==> src/rtl/ship_shot_ctrl.sv <==
// ship_shot_ctrl: player-shot manager for a fixed pool of shot slots.
// Once per frame it moves every active shot upward, retires shots that would
// leave the top of the screen, then spawns at most one new shot above the ship.
// It also reports, one clock later, whether the pixel being drawn lies inside
// a shot and where in the 3x8 sprite it falls.
//
// Build option: define SHIP_SHOT_AUTOFIRE_EN so that a held fire key re-fires
// every COOLDOWN+1 frames. Left undefined, only a 0->1 fire edge requests a shot.
//
// Ports:
//   clk_i, reset_i          clock, synchronous active-high reset
//   frame_tick_i            one-cycle pulse per video frame
//   fire_i                  fire key level
//   ship_x_i, ship_y_i      ship top-left pixel
//   draw_x_i, draw_y_i      pixel currently being drawn
//   hit_valid_i, hit_slot_i collision logic kills slot hit_slot_i
//   is_shot_o               registered: draw pixel is inside an active shot
//   sprite_x_o, sprite_y_o  registered sprite column/row of that pixel
//   shot_fired_o            one-cycle pulse when a shot spawns
//   busy_o                  frame update in progress
//   active_mask_o           per-slot active flags
module ship_shot_ctrl #(
   parameter int unsigned MAX_SHOTS  = 2,
   parameter int unsigned SHOT_SPEED = 4,
   parameter int unsigned COOLDOWN   = 3,
   parameter int unsigned X_OFFSET   = 6
) (
   input  logic                 clk_i,
   input  logic                 reset_i,
   input  logic                 frame_tick_i,
   input  logic                 fire_i,
   input  logic [9:0]           ship_x_i,
   input  logic [9:0]           ship_y_i,
   input  logic [9:0]           draw_x_i,
   input  logic [9:0]           draw_y_i,
   input  logic                 hit_valid_i,
   input  logic [1:0]           hit_slot_i,
   output logic                 is_shot_o,
   output logic [9:0]           sprite_x_o,
   output logic [9:0]           sprite_y_o,
   output logic                 shot_fired_o,
   output logic                 busy_o,
   output logic [MAX_SHOTS-1:0] active_mask_o
);

   typedef enum logic [1:0] {StIdle, StMove, StSpawn} state_e;

   state_e               state_q, state_d;
   logic [1:0]           slot_idx_q, slot_idx_d;
   logic                 pending_q, pending_d;
   logic [3:0]           cooldown_q, cooldown_d;
   logic                 cd_ok_q, cd_ok_d;
   logic [MAX_SHOTS-1:0] active_q, active_d;
   logic [9:0]           x_q [MAX_SHOTS];
   logic [9:0]           x_d [MAX_SHOTS];
   logic [9:0]           y_q [MAX_SHOTS];
   logic [9:0]           y_d [MAX_SHOTS];
   logic                 shot_fired_d, shot_fired_q;
   logic                 is_shot_d, is_shot_q;
   logic [9:0]           sprite_x_d, sprite_x_q;
   logic [9:0]           sprite_y_d, sprite_y_q;
   logic                 fire_set;
   logic                 free_found;

`ifdef SHIP_SHOT_AUTOFIRE_EN
   // Level-sensitive: fire held at an accepted frame tick requests a shot.
   assign fire_set = fire_i && frame_tick_i && (state_q == StIdle);
`else
   logic fire_q;

   assign fire_set = fire_i && !fire_q;

   always_ff @(posedge clk_i) begin
      if (reset_i) begin
         fire_q <= 1'b0;
      end else begin
         fire_q <= fire_i;
      end
   end
`endif

   always_comb begin
      state_d      = state_q;
      slot_idx_d   = slot_idx_q;
      pending_d    = pending_q;
      cooldown_d   = cooldown_q;
      cd_ok_d      = cd_ok_q;
      active_d     = active_q;
      x_d          = x_q;
      y_d          = y_q;
      shot_fired_d = 1'b0;
      free_found   = 1'b0;

      unique case (state_q)
         StIdle: begin
            if (frame_tick_i) begin
               state_d    = StMove;
               slot_idx_d = 2'd0;
               // Spawn permission is judged on the count at frame start, so
               // COOLDOWN whole frames are blocked after each spawn.
               cd_ok_d    = (cooldown_q == 4'd0);
               if (cooldown_q != 4'd0) cooldown_d = cooldown_q - 4'd1;
            end
         end
         StMove: begin
            for (int i = 0; i < int'(MAX_SHOTS); i++) begin
               if (slot_idx_q == 2'(i) && active_q[i]) begin
                  if (y_q[i] >= 10'(SHOT_SPEED)) y_d[i] = y_q[i] - 10'(SHOT_SPEED);
                  else                           active_d[i] = 1'b0;
               end
            end
            if (slot_idx_q == 2'(MAX_SHOTS - 1)) state_d = StSpawn;
            else                                  slot_idx_d = slot_idx_q + 2'd1;
         end
         StSpawn: begin
            state_d   = StIdle;
            pending_d = 1'b0;
         end
         default: state_d = StIdle;
      endcase

      // Applied after the move step so a kill overrides a simultaneous move.
      for (int i = 0; i < int'(MAX_SHOTS); i++) begin
         if (hit_valid_i && hit_slot_i == 2'(i)) active_d[i] = 1'b0;
      end

      // Applied last so a spawn overrides a simultaneous kill of the same slot.
      if (state_q == StSpawn && pending_q && cd_ok_q && ship_y_i >= 10'd8) begin
         for (int i = 0; i < int'(MAX_SHOTS); i++) begin
            if (!free_found && !active_q[i]) begin
               free_found   = 1'b1;
               active_d[i]  = 1'b1;
               x_d[i]       = ship_x_i + 10'(X_OFFSET);
               y_d[i]       = ship_y_i - 10'd8;
               shot_fired_d = 1'b1;
               cooldown_d   = 4'(COOLDOWN);
            end
         end
      end

      if (fire_set) pending_d = 1'b1;
   end

   // Pixel lookup; descending scan so the lowest matching slot is kept.
   always_comb begin
      is_shot_d  = 1'b0;
      sprite_x_d = 10'd0;
      sprite_y_d = 10'd0;
      for (int i = int'(MAX_SHOTS) - 1; i >= 0; i--) begin
         if (active_q[i] && draw_x_i >= x_q[i] && draw_y_i >= y_q[i] &&
             (draw_x_i - x_q[i]) <= 10'd2 && (draw_y_i - y_q[i]) <= 10'd7) begin
            is_shot_d  = 1'b1;
            sprite_x_d = draw_x_i - x_q[i];
            sprite_y_d = draw_y_i - y_q[i];
         end
      end
   end

   always_ff @(posedge clk_i) begin
      if (reset_i) begin
         state_q      <= StIdle;
         slot_idx_q   <= 2'd0;
         pending_q    <= 1'b0;
         cooldown_q   <= 4'd0;
         cd_ok_q      <= 1'b0;
         active_q     <= '0;
         shot_fired_q <= 1'b0;
         is_shot_q    <= 1'b0;
         sprite_x_q   <= 10'd0;
         sprite_y_q   <= 10'd0;
         for (int i = 0; i < int'(MAX_SHOTS); i++) begin
            x_q[i] <= 10'd0;
            y_q[i] <= 10'd0;
         end
      end else begin
         state_q      <= state_d;
         slot_idx_q   <= slot_idx_d;
         pending_q    <= pending_d;
         cooldown_q   <= cooldown_d;
         cd_ok_q      <= cd_ok_d;
         active_q     <= active_d;
         shot_fired_q <= shot_fired_d;
         is_shot_q    <= is_shot_d;
         sprite_x_q   <= sprite_x_d;
         sprite_y_q   <= sprite_y_d;
         for (int i = 0; i < int'(MAX_SHOTS); i++) begin
            x_q[i] <= x_d[i];
            y_q[i] <= y_d[i];
         end
      end
   end

   assign is_shot_o     = is_shot_q;
   assign sprite_x_o    = sprite_x_q;
   assign sprite_y_o    = sprite_y_q;
   assign shot_fired_o  = shot_fired_q;
   assign busy_o        = (state_q != StIdle);
   assign active_mask_o = active_q;

endmodule

==> config.mk <==
export PLATFORM = sky130hd
export DESIGN_NAME = ship_shot_ctrl
export DESIGN_NICKNAME = d
export VERILOG_FILES = /design/src/rtl/ship_shot_ctrl.sv
export SDC_FILE = /design/constraint.sdc
export NUM_CORES = 1
export LEC_CHECK = 0
export ABC_AREA = 1
export CORE_MARGIN = 8
export CORE_UTILIZATION = 35
export CTS_CLUSTER_SIZE = 8
export DETAILED_ROUTE_END_ITERATION = 16
export PLACE_DENSITY_LB_ADDON = 0.2
export SKIP_LAST_GASP = 1
export SLEW_MARGIN = 10
export SYNTH_ARGS = -nofsm -noshare
export SYNTH_HDL_FRONTEND = slang
export SYNTH_SLANG_ARGS = --single-unit
==> constraint.sdc <==
create_clock -name clk_i -period 2.1 [get_ports clk_i]
set_input_delay 0.21 -clock clk_i [delete_from_list [all_inputs] [get_ports clk_i]]
set_output_delay 0.21 -clock clk_i [all_outputs]
set_load 0.02 [all_outputs]
==> reports/metrics.yaml <==
num_rows: 46
start_util_pct: 35.9
port_buffers: 71
dpl.hpwl_mm: 13.4
h-tree-depth: 3
drc_errors: 0
drive_gt1_share_pct: 18.9
grt_pass1_vias: 5568
clock-sinks: 75
yosysTopAreaCell: "dfxtp_1"
synth_edf_count: 0
syn_inst: 885
crit_arrival_ns: 2.50
synth_adder_area_share_pct: 12.2
antennaDiodeCount: 0
drt-initial-drc-count: 320
max-clock-path-buffers: 2
synth_area_um2: 5700
clk_pin_slew_ns: 0.07
synth-seq-cells: 75
avgSynthCellArea_um2: 6.44
area_delta_synth_final_pct: 41.6
ys_types: 39
wirelength_mm: 16.3
period_needed_ns: 2.20
vias: 5940
vias_per_cell: 4.54
overflow: 0
dieWidth_um: 144
drv_cap: 0
numCtsBuffers: 9
hold_viol: 0
yosys_warnings: 0
setup_viol: 6
wire_per_inst_um: 12.4
die_area_um2: 20600
crit_type: "in -> reg"
synth_top_family_by_area: "simple AND/OR/NAND/NOR gates"
insertion_delay_ns: 0.35
cts-root-buf: "clkbuf_16"
core_area_um2: 15900
drv_slew: 0
synthMuxAreaShare_pct: 0
max_freq_ghz: 0.455
async_flop_share_pct: 0
ys.flop_type: "dfxtp_1"
final.period_utilization_pct: 105
fin_tns_setup_ns: -0.401
ctsHoldBuffers: 0
place_congestion: 0.926
drtPass1Iterations: 5
synth-compound-area-share_pct: 12.3
synth.top_cell.area_share_pct: 26.3
p_per_area_nw_per_um2: 498
start_kind: "input pin"
synthXorXnorAreaFrac_pct: 4.63
grt_pass1_wl_mm: 26.3
ios: 72
fin_ws_ns: -0.0988
grt_use_total_pct: 16.2
synth.area.top_cells: "dfxtp_1, nand2_1, inv_1"
ant_nets: 0
grt_max_degree: 39
cts_tree: "done"
cp-end-kind: "flip-flop"
cp_max_fo: 4
rsz0062_at_grt: "yes"
vdd_drop_max_mv: 0.359
synthSimpleGateAreaFrac_pct: 32.0
status: "complete, but fails checks"
nNetsFinal: 1187
antenna_found_initial: 0
holdCritPathClass: "in -> reg"
violations: "setup timing"
crit_required_ns: 2.40
fin_hold_ws_ns: 0.406
p_leak_nw: 4.03
die_y_um: 144
skew_ns: 0.00729
ys_seq_area_share_pct: 26.3
==> state kept, by name (all words and copies together), names as in the netlist <==
signal / count
x_q: 20
y_q: 20
sprite_x_o: 10
sprite_y_o: 10
cooldown_q: 4
active_mask_o: 2
slot_idx_q: 2
state_q: 2
cd_ok_q: 1
fire_q: 1
is_shot_o: 1
pending_q: 1
shot_fired_o: 1
==> per-layer routing <==
layer | vias to the layer above | global-route usage [%] | wire, um
met5 | - | 0 | 0
met4 | 0 | 4.43 | 226
met3 | 15 | 3.19 | 768
met2 | 98 | 26.4 | 7260
met1 | 2630 | 21.5 | 8010
li1 | 3197 | - | -
==> report_power, final <==
part | total [W] | switching (W) | internal [W]
clock | 0.00161 | 0.000662 | 0.000953
sequential | 0.00149 | 0.0000246 | 0.00146
combinational | 0.000913 | 0.000488 | 0.000425
==> cells by family (layout without fill, tap and decap cells) <==
logic type	count (synthesis)	after routing
simple gates	418	418
flops	75	75
buf+inv	186	378
fa+ha+maj	53	53
other cells	1	15
compound gates	124	124
xor+xnor	28	28
==> through the flow <==
| step | util [%] | setup WS [ns] | cells | area, um^2 | power, W |
|---|---|---|---|---|---|
| after CTS | 49.9 | -0.0930 | 1305 | 7930 | 0.00404 |
| after floorplan | - | 0.0800 | 899 | 5750 | 0.00203 |
| after global placement | 47.5 | -0.490 | 1287 | 7550 | 0.00240 |
| final | 50.8 | -0.0988 | 1307 | 8070 | 0.00402 |
| after global routing | 50.8 | -0.229 | 1307 | 8070 | 0.00423 |
| after detailed placement | 47.5 | -0.523 | 1287 | 7550 | 0.00241 |
==> cell usage after synthesis (2+ instances only) <==
cell type / n
a21oi_1: 50
nand2_1: 213
o21bai_1: 4
nand3_1: 57
nand3b_1: 6
o21ai_0: 42
a211oi_1: 3
buf_2: 7
nand2_2: 10
nor2_1: 85
a31oi_1: 3
fa_1: 4
o211ai_1: 9
xnor2_1: 3
nand4_1: 16
a21o_1: 2
clkinv_1: 2
nor3_1: 12
o21ai_1: 2
inv_2: 2
nor2_2: 10
inv_1: 168
clkbuf_1: 6
ha_1: 49
nand3_2: 4
a21oi_2: 5
dfxtp_1: 75
xor2_1: 24
nor3_2: 2
==> critical path, cell delays in order <==
cell and delay, ns:
clkdlybuf4s50_1 0.51, buf_4 0.19, ha_1 0.35, a21oi_2 0.17, buf_4 0.13, nand2_1 0.06, nand2_1 0.08, nand3b_1 0.08
nand2_1 0.15, nand4_1 0.17, nor2_4 0.15, nand2_2 0.10, nand2_2 0.08, nand2_1 0.05, inv_1 0.04
==> worst paths after layout <==
kind                              from  cells past startpoint                       end  slack [ns]
hold / removal                  fire_i                      3         fire_q$_SDFF_PP0_        0.41
setup / recovery           draw_x_i[4]                     15  sprite_x_o[0]$_SDFF_PP0_        -0.1
hold reg to reg   x_q[17]$_SDFFE_PP0P_                      2      x_q[17]$_SDFFE_PP0P_        0.46
setup reg to reg  x_q[10]$_SDFFE_PP0P_                     16  sprite_x_o[0]$_SDFF_PP0_       -0.07
==> cell usage in the layout, fill, tap and decap left out, types with 4 or more instances in the layout <==
master / Yosys / layout
nand3b_1: 6 / 6
o211ai_1: 9 / 9
inv_2: 2 / 5
o21ai_0: 42 / 42
nor2_4: 1 / 4
xor2_1: 24 / 24
fa_2: 0 / 4
buf_4: 0 / 118
inv_1: 168 / 164
nand4_1: 16 / 16
dfxtp_1: 75 / 71
nor2_1: 85 / 80
nand3_1: 57 / 53
nor3_1: 12 / 12
nor2_2: 10 / 12
nand2_2: 10 / 12
conb_1: 1 / 15
clkdlybuf4s50_1: 0 / 68
o21bai_1: 4 / 4
a21oi_2: 5 / 8
ha_1: 49 / 40
clkbuf_16: 0 / 9
nand3_2: 4 / 8
ha_4: 0 / 7
nand2_1: 213 / 211
a21oi_1: 50 / 47
==> area by class of cell <==
class / count / area, um^2
clock buffer: 10 / 239
timing repair buffer: 191 / 1640
tap: 216 / 270
multi-input combinational: 638 / 3700
sequential: 75 / 1510
inverter: 172 / 648
clock inverter: 5 / 62.6
fill: 1653 / 7820
==> repair_timing <==
item / CTS / global route
resized for setup: 24 / 23
pin swaps: 16 / 10
endpoints found under the setup margin: 6 / 6
buffers inserted: 3 / 2
Note: power is estimated with default switching activity, not from simulation.
